<file path="config.mk">
export PLATFORM = sky130hd
export DESIGN_NAME = alu_apb_master
export DESIGN_NICKNAME = d
export VERILOG_FILES = /design/src/rtl/alu_apb_master.sv
export SDC_FILE = /design/constraint.sdc
export NUM_CORES = 1
export LEC_CHECK = 0
export ABC_AREA = 0
export CAP_MARGIN = 0
export CORE_UTILIZATION = 25
export DETAILED_ROUTE_END_ITERATION = 6
export PLACE_DENSITY_LB_ADDON = 0.25
export SLEW_MARGIN = 20
export SYNTH_ARGS = -nofsm -noshare
export SYNTH_HDL_FRONTEND = slang
export SYNTH_SLANG_ARGS = --single-unit
export TNS_END_PERCENT = 5
</file>
<file path="constraint.sdc">
create_clock -name clk -period 3.4 [get_ports clk]
set_input_delay 0.51 -clock clk [delete_from_list [all_inputs] [get_ports clk]]
set_output_delay 0.51 -clock clk [all_outputs]
set_load 0.05 [all_outputs]
</file>
<file path="src/rtl/alu_apb_master.sv">
// APB requester for the ALU slave: command FIFO -> one APB transfer per command -> one response.
// Optional watchdog on ACCESS enabled by defining ALU_APB_TIMEOUT_EN.
module alu_apb_master #(
    parameter int FIFO_DEPTH     = 4,
    parameter int ADDR_W         = 32,
    parameter int DATA_W         = 32,
    parameter int TIMEOUT_CYCLES = 16
) (
    input  logic              clk,
    input  logic              reset,
    input  logic              cmd_valid,
    output logic              cmd_ready,
    input  logic              cmd_write,
    input  logic [ADDR_W-1:0] cmd_addr,
    input  logic [DATA_W-1:0] cmd_wdata,
    output logic              rsp_valid,
    input  logic              rsp_ready,
    output logic              rsp_write,
    output logic [DATA_W-1:0] rsp_data,
    output logic              rsp_err,
    output logic              rsp_timeout,
    output logic              busy,
    output logic              alu_state,
    output logic              psel,
    output logic              penable,
    output logic              pwrite,
    output logic [ADDR_W-1:0] paddr,
    output logic [DATA_W-1:0] pwdata,
    input  logic [DATA_W-1:0] prdata,
    input  logic              pready,
    input  logic              pslverr
);
    localparam int PTR_W = $clog2(FIFO_DEPTH);

    if (FIFO_DEPTH < 2 || (FIFO_DEPTH & (FIFO_DEPTH - 1)) != 0 || TIMEOUT_CYCLES < 1) begin : g_bad_param
        $error("alu_apb_master: FIFO_DEPTH must be a power of 2 >= 2, TIMEOUT_CYCLES >= 1");
    end

    typedef enum logic [1:0] {IDLE, SETUP, ACCESS} state_t;
    state_t state, state_nxt;

    logic [FIFO_DEPTH-1:0]             fifo_write;
    logic [FIFO_DEPTH-1:0][ADDR_W-1:0] fifo_addr;
    logic [FIFO_DEPTH-1:0][DATA_W-1:0] fifo_wdata;
    logic [PTR_W:0]                    wr_ptr, rd_ptr;
    logic [PTR_W-1:0]                  rd_idx;
    logic fifo_empty, fifo_full, push, done, timeout_hit, pop, start;

    assign rd_idx     = rd_ptr[PTR_W-1:0];
    assign fifo_empty = (wr_ptr == rd_ptr);
    assign fifo_full  = (wr_ptr[PTR_W] != rd_ptr[PTR_W]) &&
                        (wr_ptr[PTR_W-1:0] == rd_ptr[PTR_W-1:0]);
    assign cmd_ready  = !fifo_full;
    assign push       = cmd_valid && !fifo_full;
    assign done       = (state == ACCESS) && pready;
    assign pop        = done || timeout_hit;
    assign start      = (state == IDLE) && (state_nxt == SETUP);
    assign busy       = !fifo_empty || (state != IDLE) || rsp_valid;

    always_ff @(posedge clk or posedge reset) begin
        if (reset) begin
            wr_ptr <= '0;
            rd_ptr <= '0;
        end else begin
            if (push) wr_ptr <= wr_ptr + (PTR_W+1)'(1);
            if (pop)  rd_ptr <= rd_ptr + (PTR_W+1)'(1);
        end
    end

    // Storage needs no reset: the pointers alone define what is valid.
    always_ff @(posedge clk) begin
        if (push) begin
            fifo_write[wr_ptr[PTR_W-1:0]] <= cmd_write;
            fifo_addr[wr_ptr[PTR_W-1:0]]  <= cmd_addr;
            fifo_wdata[wr_ptr[PTR_W-1:0]] <= cmd_wdata;
        end
    end

    always_ff @(posedge clk or posedge reset) begin
        if (reset) state <= IDLE;
        else       state <= state_nxt;
    end

    always_comb begin
        state_nxt = state;
        psel      = 1'b0;
        penable   = 1'b0;
        case (state)
            IDLE:    if (!fifo_empty && !rsp_valid) state_nxt = SETUP;
            SETUP: begin
                psel      = 1'b1;
                state_nxt = ACCESS;
            end
            ACCESS: begin
                psel    = 1'b1;
                penable = 1'b1;
                if (pop) state_nxt = IDLE;
            end
            default: state_nxt = IDLE;
        endcase
    end

    assign alu_state = psel;

    // Address phase is latched once on SETUP entry and held until the next transfer.
    always_ff @(posedge clk or posedge reset) begin
        if (reset) begin
            pwrite <= 1'b0;
            paddr  <= '0;
            pwdata <= '0;
        end else if (start) begin
            pwrite <= fifo_write[rd_idx];
            paddr  <= fifo_addr[rd_idx];
            pwdata <= fifo_wdata[rd_idx];
        end
    end

    always_ff @(posedge clk or posedge reset) begin
        if (reset) begin
            rsp_valid <= 1'b0;
            rsp_write <= 1'b0;
            rsp_data  <= '0;
            rsp_err   <= 1'b0;
        end else if (pop) begin
            rsp_valid <= 1'b1;
            rsp_write <= pwrite;
            rsp_err   <= !done || pslverr;
            rsp_data  <= (done && !pwrite && !pslverr) ? prdata : '0;
        end else if (rsp_valid && rsp_ready) begin
            rsp_valid <= 1'b0;
        end
    end

`ifdef ALU_APB_TIMEOUT_EN
    localparam int TMO_W = $clog2(TIMEOUT_CYCLES) + 1;
    logic [TMO_W-1:0] tmo_cnt;

    always_ff @(posedge clk or posedge reset) begin
        if (reset)                tmo_cnt <= '0;
        else if (state == SETUP)  tmo_cnt <= '0;
        else if (state == ACCESS) tmo_cnt <= tmo_cnt + TMO_W'(1);
    end

    // A late pready on the expiry edge still completes normally.
    assign timeout_hit = (state == ACCESS) && !pready &&
                         (tmo_cnt == TMO_W'(TIMEOUT_CYCLES - 1));

    always_ff @(posedge clk or posedge reset) begin
        if (reset)    rsp_timeout <= 1'b0;
        else if (pop) rsp_timeout <= timeout_hit;
    end
`else
    assign timeout_hit = 1'b0;
    assign rsp_timeout = 1'b0;
`endif

endmodule

</file>
Yosys cells after proc, flatten, opt, wreduce, memory -nomap -nowiden --
Cells that the tools add are included.
Storage, ports and cells: register bits after elaboration 368, bits of input ports 103, word-level logic and storage cells 73
Operators by class: add/subtract/negate cells 2, magnitude comparators 3, equality and inequality tests 6, mux-type cells 21, reduce and logical (&&, ||, !) cells 22
Operator list (count):
- 128-bit bitwise mux | 2
- 32-bit binary-select mux with 2-bit select | 2
- 32-bit 2-to-1 mux | 4
- 32-bit demux with 2-bit select | 1
- 1-bit logical AND | 9
- 3-bit by 1-bit adder with 3-bit output (second input constant) | 2
- 1-bit zero test | 6
- 2-bit by 3-bit < comparator with 1-bit output (second input constant) | 2
- 1-bit 2-to-1 mux | 6
- 2-bit one-hot mux with 3 select lines | 1
- 4-bit bitwise mux | 1
- 2-bit by 1-bit equality test with 1-bit output (second input constant) | 2
- 2-bit 2-to-1 mux | 2
- 2-bit nonzero test | 2
- 3-bit equality test | 1
- 1-bit logical OR | 3
- 1-bit binary-select mux with 2-bit select | 1
- 1-bit demux with 2-bit select | 1
- 2-bit equality test | 1
- 2-bit equality test (second input constant) | 1
- 2-bit by 1-bit greater-or-equal comparator with 1-bit output (second input constant) | 1
- 2-bit zero test | 1
- 2-bit OR reduction | 1
- 1-bit inequality test | 1

Longest topological paths before layout --
depth after elaboration 7, mapped depth 8, depth with buffers taken out 6

Least setup slack after synthesis --
No wires, ideal clock.
path kind register to register, from register rd_ptr[0], to register fifo_addr[100] in the netlist's numbering, enable pin, setup time 431 ps, data arrival time 2608 ps, path slack 360 ps, cell stages (with the launch flop) 5, clock period less this slack 3040 ps, cell sequence dfrtp_1 buf_2 xnor2_1 a31oi_1 and2_1
On the way: cells in the longest elaborated chain, start to end 4
Ends and longest elaborated chain:
- start, declared | line 45 | logic [PTR_W:0] wr_ptr, rd_ptr;
- start signal, assigned | line 66 | if (pop) rd_ptr <= rd_ptr + (PTR_W+1)'(1);
- 2-bit equality test | line 52 | (wr_ptr[PTR_W-1:0] == rd_ptr[PTR_W-1:0]);
- 1-bit logical AND | line 51 | assign fifo_full = (wr_ptr[PTR_W] != rd_ptr[PTR_W]) &&
- 1-bit zero test | line 54 | assign push = cmd_valid && !fifo_full;
- 1-bit logical AND | line 54
- end signal, assigned by index | line 74 | fifo_addr[wr_ptr[PTR_W-1:0]] <= cmd_addr;
- end, declared | line 43 | logic [FIFO_DEPTH-1:0][ADDR_W-1:0] fifo_addr;
Every way passes these cells. A chain may end at the register's enable or synchronous reset.

Final worst setup path --
from register rd_ptr[0], to output port busy
On the way: cells in the longest elaborated chain, start to end 4
Ends and longest elaborated chain:
- 3-bit equality test | line 50 | assign fifo_empty = (wr_ptr == rd_ptr);
- 1-bit zero test | line 58 | assign busy = !fifo_empty || (state != IDLE) || rsp_valid;
- 1-bit logical OR (2 in series) | line 58
- end, declared | line 22 | output logic busy,
Every way passes these cells.

==> impl_results.md <==
- Critical Path Sink Type: primary output
- Vias in the first global route: 7,244
- Row count: 84
- Slew margin rel.: 43.74%
- Leading area contributor after synthesis: edfxtp_1
- Period minus WS final: 2.790 ns
- # setup viols final: 0
- Sequential area share after synthesis: 77.78%
- Via count: 6,596
- DR vias/cell: 4.204
- Worst-margin pin slew: 0.8439 ns
- Routed Antenna Nets: 0
- CTS max path bufs: 3
- Final WS setup: 0.6103 ns
- First-pass GRT wire length: 45,350 um
- Flops & latches, synth: 368
- Die area: 54,990 um2
- Mux cell area share after synthesis: 16.50%
- Hold buffer count at CTS: 0
- CTS tree: done
- Synth area leaders: edfxtp_1 58%, dfrtp_1 20%, mux4_2 11%
- Avg WL per Cell: 19.64 um
- Post-synthesis compound-gate area fraction: 2.463%
- Initial core utilization: 25.51%
- First drt pass iteration count: 4
- Residual DRC: 0
- Mean area per synthesized cell: 22.15 um2
- Post-Route WL: 30,810 um
- CP arrival: 2.28 ns
- Post-Syn Nets: 721
- Final period util: 82.05%
- Area Overhead vs Synth: 33.32%
- Inserted Clock Buffers: 43
- Worst r2r src: rd_ptr[1]$_DFFE_PP0P_
- Reg-to-reg critical path endpoint: fifo_addr[73]$_DFFE_PP_
- Post-Syn Area: 13,510 um2
- Worst vdd ir: 596.5 uV
- CP max FO: 4
- Root buffer cell: clkbuf_16
- Sequential cell area: 10,520 um2
- Die height: 234.5 um
- Layout fillers: 5,040
- Crit start category: flop
- Simple-gate share of the synthesized area: 0.6204%
- Core area: 52,970 um2
- Area taken by multi-input logic gates: 2843 um2
- I/O Buffers: 207
- Distinct cells, synth: 28
- Post-synth top area share: 57.78%
- Outcome: complete, no violations
- Top_reg_cell synth: edfxtp_1
- Post-Synth XOR/XNOR Area: 0.5185%
- Worst Hold Class: in2async
- WS Path Type: reg2out
- Initial antenna violation count: 3
- Worst reg-to-reg path cell count: 4
- Final hold slack: 0.4689 ns
- Placed insts: 1,490
- R2R Setup Slk: 0.93 ns
- Final setup TNS: 0 ns
- GRT Util Overall: 11.30%
- Total Power: 18.87 mW
- Largest net degree at the start of global routing: 79
- Maximum clock rate: 0.3585 GHz
- Number of synthesized flops with an enable pin: 260
- Pre-CTS WS: 0.6405 ns
- Layout cells sized above 1: 19.75%
- Clk slew on worst S/H paths: 0.06 ns
- Fin nets: 958
- Diodes inserted: 0
- Sink Count: 368
- Hold Vio Cnt, Final: 0
- Pleak: 6.299 nW
- RSZ-0062 raised after global routing: no
- Power per Cell Area: 1047 nW/um2
- Gpl congestion: 0.6551
- Die X: 234.5 um
- Ys Warns: 0
- Synth Area in Adders: 0.7407%
- Clk_lat worst skew: 0.55 ns
- Max-capacitance violation count: 0
- Post-cts resize count: 0
- Final setup skew: 0.009219 ns
- Synth Instances: 610
- Final Slew Violations: 0
- Setup bufs post-CTS: 0
- Layout Cells excl Fill: 1,569
- Grt total ovfl: 0
- Io pins: 209
- H-tree depth: 2
- WP data required: 2.89 ns
- Async set-reset flop share out of synthesis: 29.35%
- Largest family of logic cells by synthesized area: multiplexers
- DR iter-0 viols: 279
- HPWL after DPL: 17,650 um
cell type report:
cell class	count	area share, %
Clock buffer	58	6.855
Clock inverter	21	1.292
Inverter	8	0.1945
Multi-Input combinational cell	203	15.78
Sequential cell	368	58.38
Tap cell	688	4.778
Timing Repair Buffer	223	12.72
registers in the layout (all words and copies together), names as in the netlist:
name        flops
rsp_err         1
paddr          32
state           2
rsp_data       32
pwrite          1
fifo_wdata    128
pwdata         32
rd_ptr          3
fifo_write      4
wr_ptr          3
rsp_write       1
rsp_valid       1
fifo_addr     128
per-layer routing:
metal / vias to the layer above / wire length, um / GRT usage, %
met5: - / 27 / 0
met4: 4 / 730 / 4.133
li1: 2939 / - / -
met1: 3421 / 13840 / 14.62
met2: 180 / 14030 / 17.76
met3: 52 / 2185 / 3.525
cell usage in the layout (no fill, tap or decap), types with 2 or more instances in the layout:
master / n
edfxtp_1: 260
clkdlybuf4s50_1: 207
dfrtp_1: 106
mux4_2: 65
mux2_1: 50
clkbuf_16: 45
a22o_1: 32
mux2_2: 18
ha_1: 8
buf_12: 8
buf_4: 8
inv_1: 7
clkbuf_1: 7
xnor2_1: 6
clkinv_1: 6
clkbuf_8: 6
clkinv_2: 6
bufinv_16: 5
and2_4: 4
o21ai_0: 3
nand2_1: 3
nand2b_1: 2
xor2_1: 2
nand3_1: 2
clkinvlp_4: 2
dfrtp_4: 2
synthesized netlist by cell type (all sizes together) (2+ instances only):
| library cell | count |
|---|---|
| ha | 8 |
| dfrtp | 108 |
| o21ai | 3 |
| edfxtp | 260 |
| mux2 | 68 |
| buf | 17 |
| mux4 | 65 |
| clkbuf | 14 |
| nand3 | 2 |
| nand2b | 2 |
| nand2 | 3 |
| xnor2 | 6 |
| a22o | 32 |
| xor2 | 2 |
| and2 | 4 |
| inv | 8 |
worst max-delay path by stage:
| stage | from | end | slack, ns | cells past startpoint |
|---|---|---|---|---|
| finish | rd_ptr[0]$_DFFE_PP0P_ | busy | 0.61 | 3 |
| global route | rd_ptr[0]$_DFFE_PP0P_ | busy | 0.46 | 3 |
| CTS | rd_ptr[0]$_DFFE_PP0P_ | busy | 0.54 | 3 |
| detailed placement | cmd_valid | fifo_addr[79]$_DFFE_PP_ | 0.64 | 5 |
| global placement | cmd_valid | fifo_addr[109]$_DFFE_PP_ | 0.66 | 5 |
| floorplan | reset | paddr[0]$_DFFE_PP0P_ | 0.04 | 1 |
critical path, cell delays in order, from the launching register on:
cell and delay, ns:
dfrtp_4 0.49, xnor2_1 0.33, nand4b_1 0.17, clkdlybuf4s50_1 0.75
through the flow:
stage,area (um2),utilization (%)
after floorplan,13510,-
after global placement,16550,31.24
after detailed placement,16550,31.24
after CTS,18020,34.01
after global routing,18020,34.01
final,18020,34.01
where the power goes:
part	total (mW)	switching, mW	internal [mW]
clock network	4.72	1.80	2.92
logic	7.36	4.47	2.89
registers	6.79	0.526	6.26
cells by family (layout without fill, tap and decap cells):
logic type	count (synthesis)	after routing
flops	368	368
compound gates	39	39
mux	133	133
xor+xnor	8	8
simple gates	14	14
other cells	1	1
fa+ha+maj	8	8
buf+inv	39	310
No activity file was read; power rests on OpenSTA's default activity.
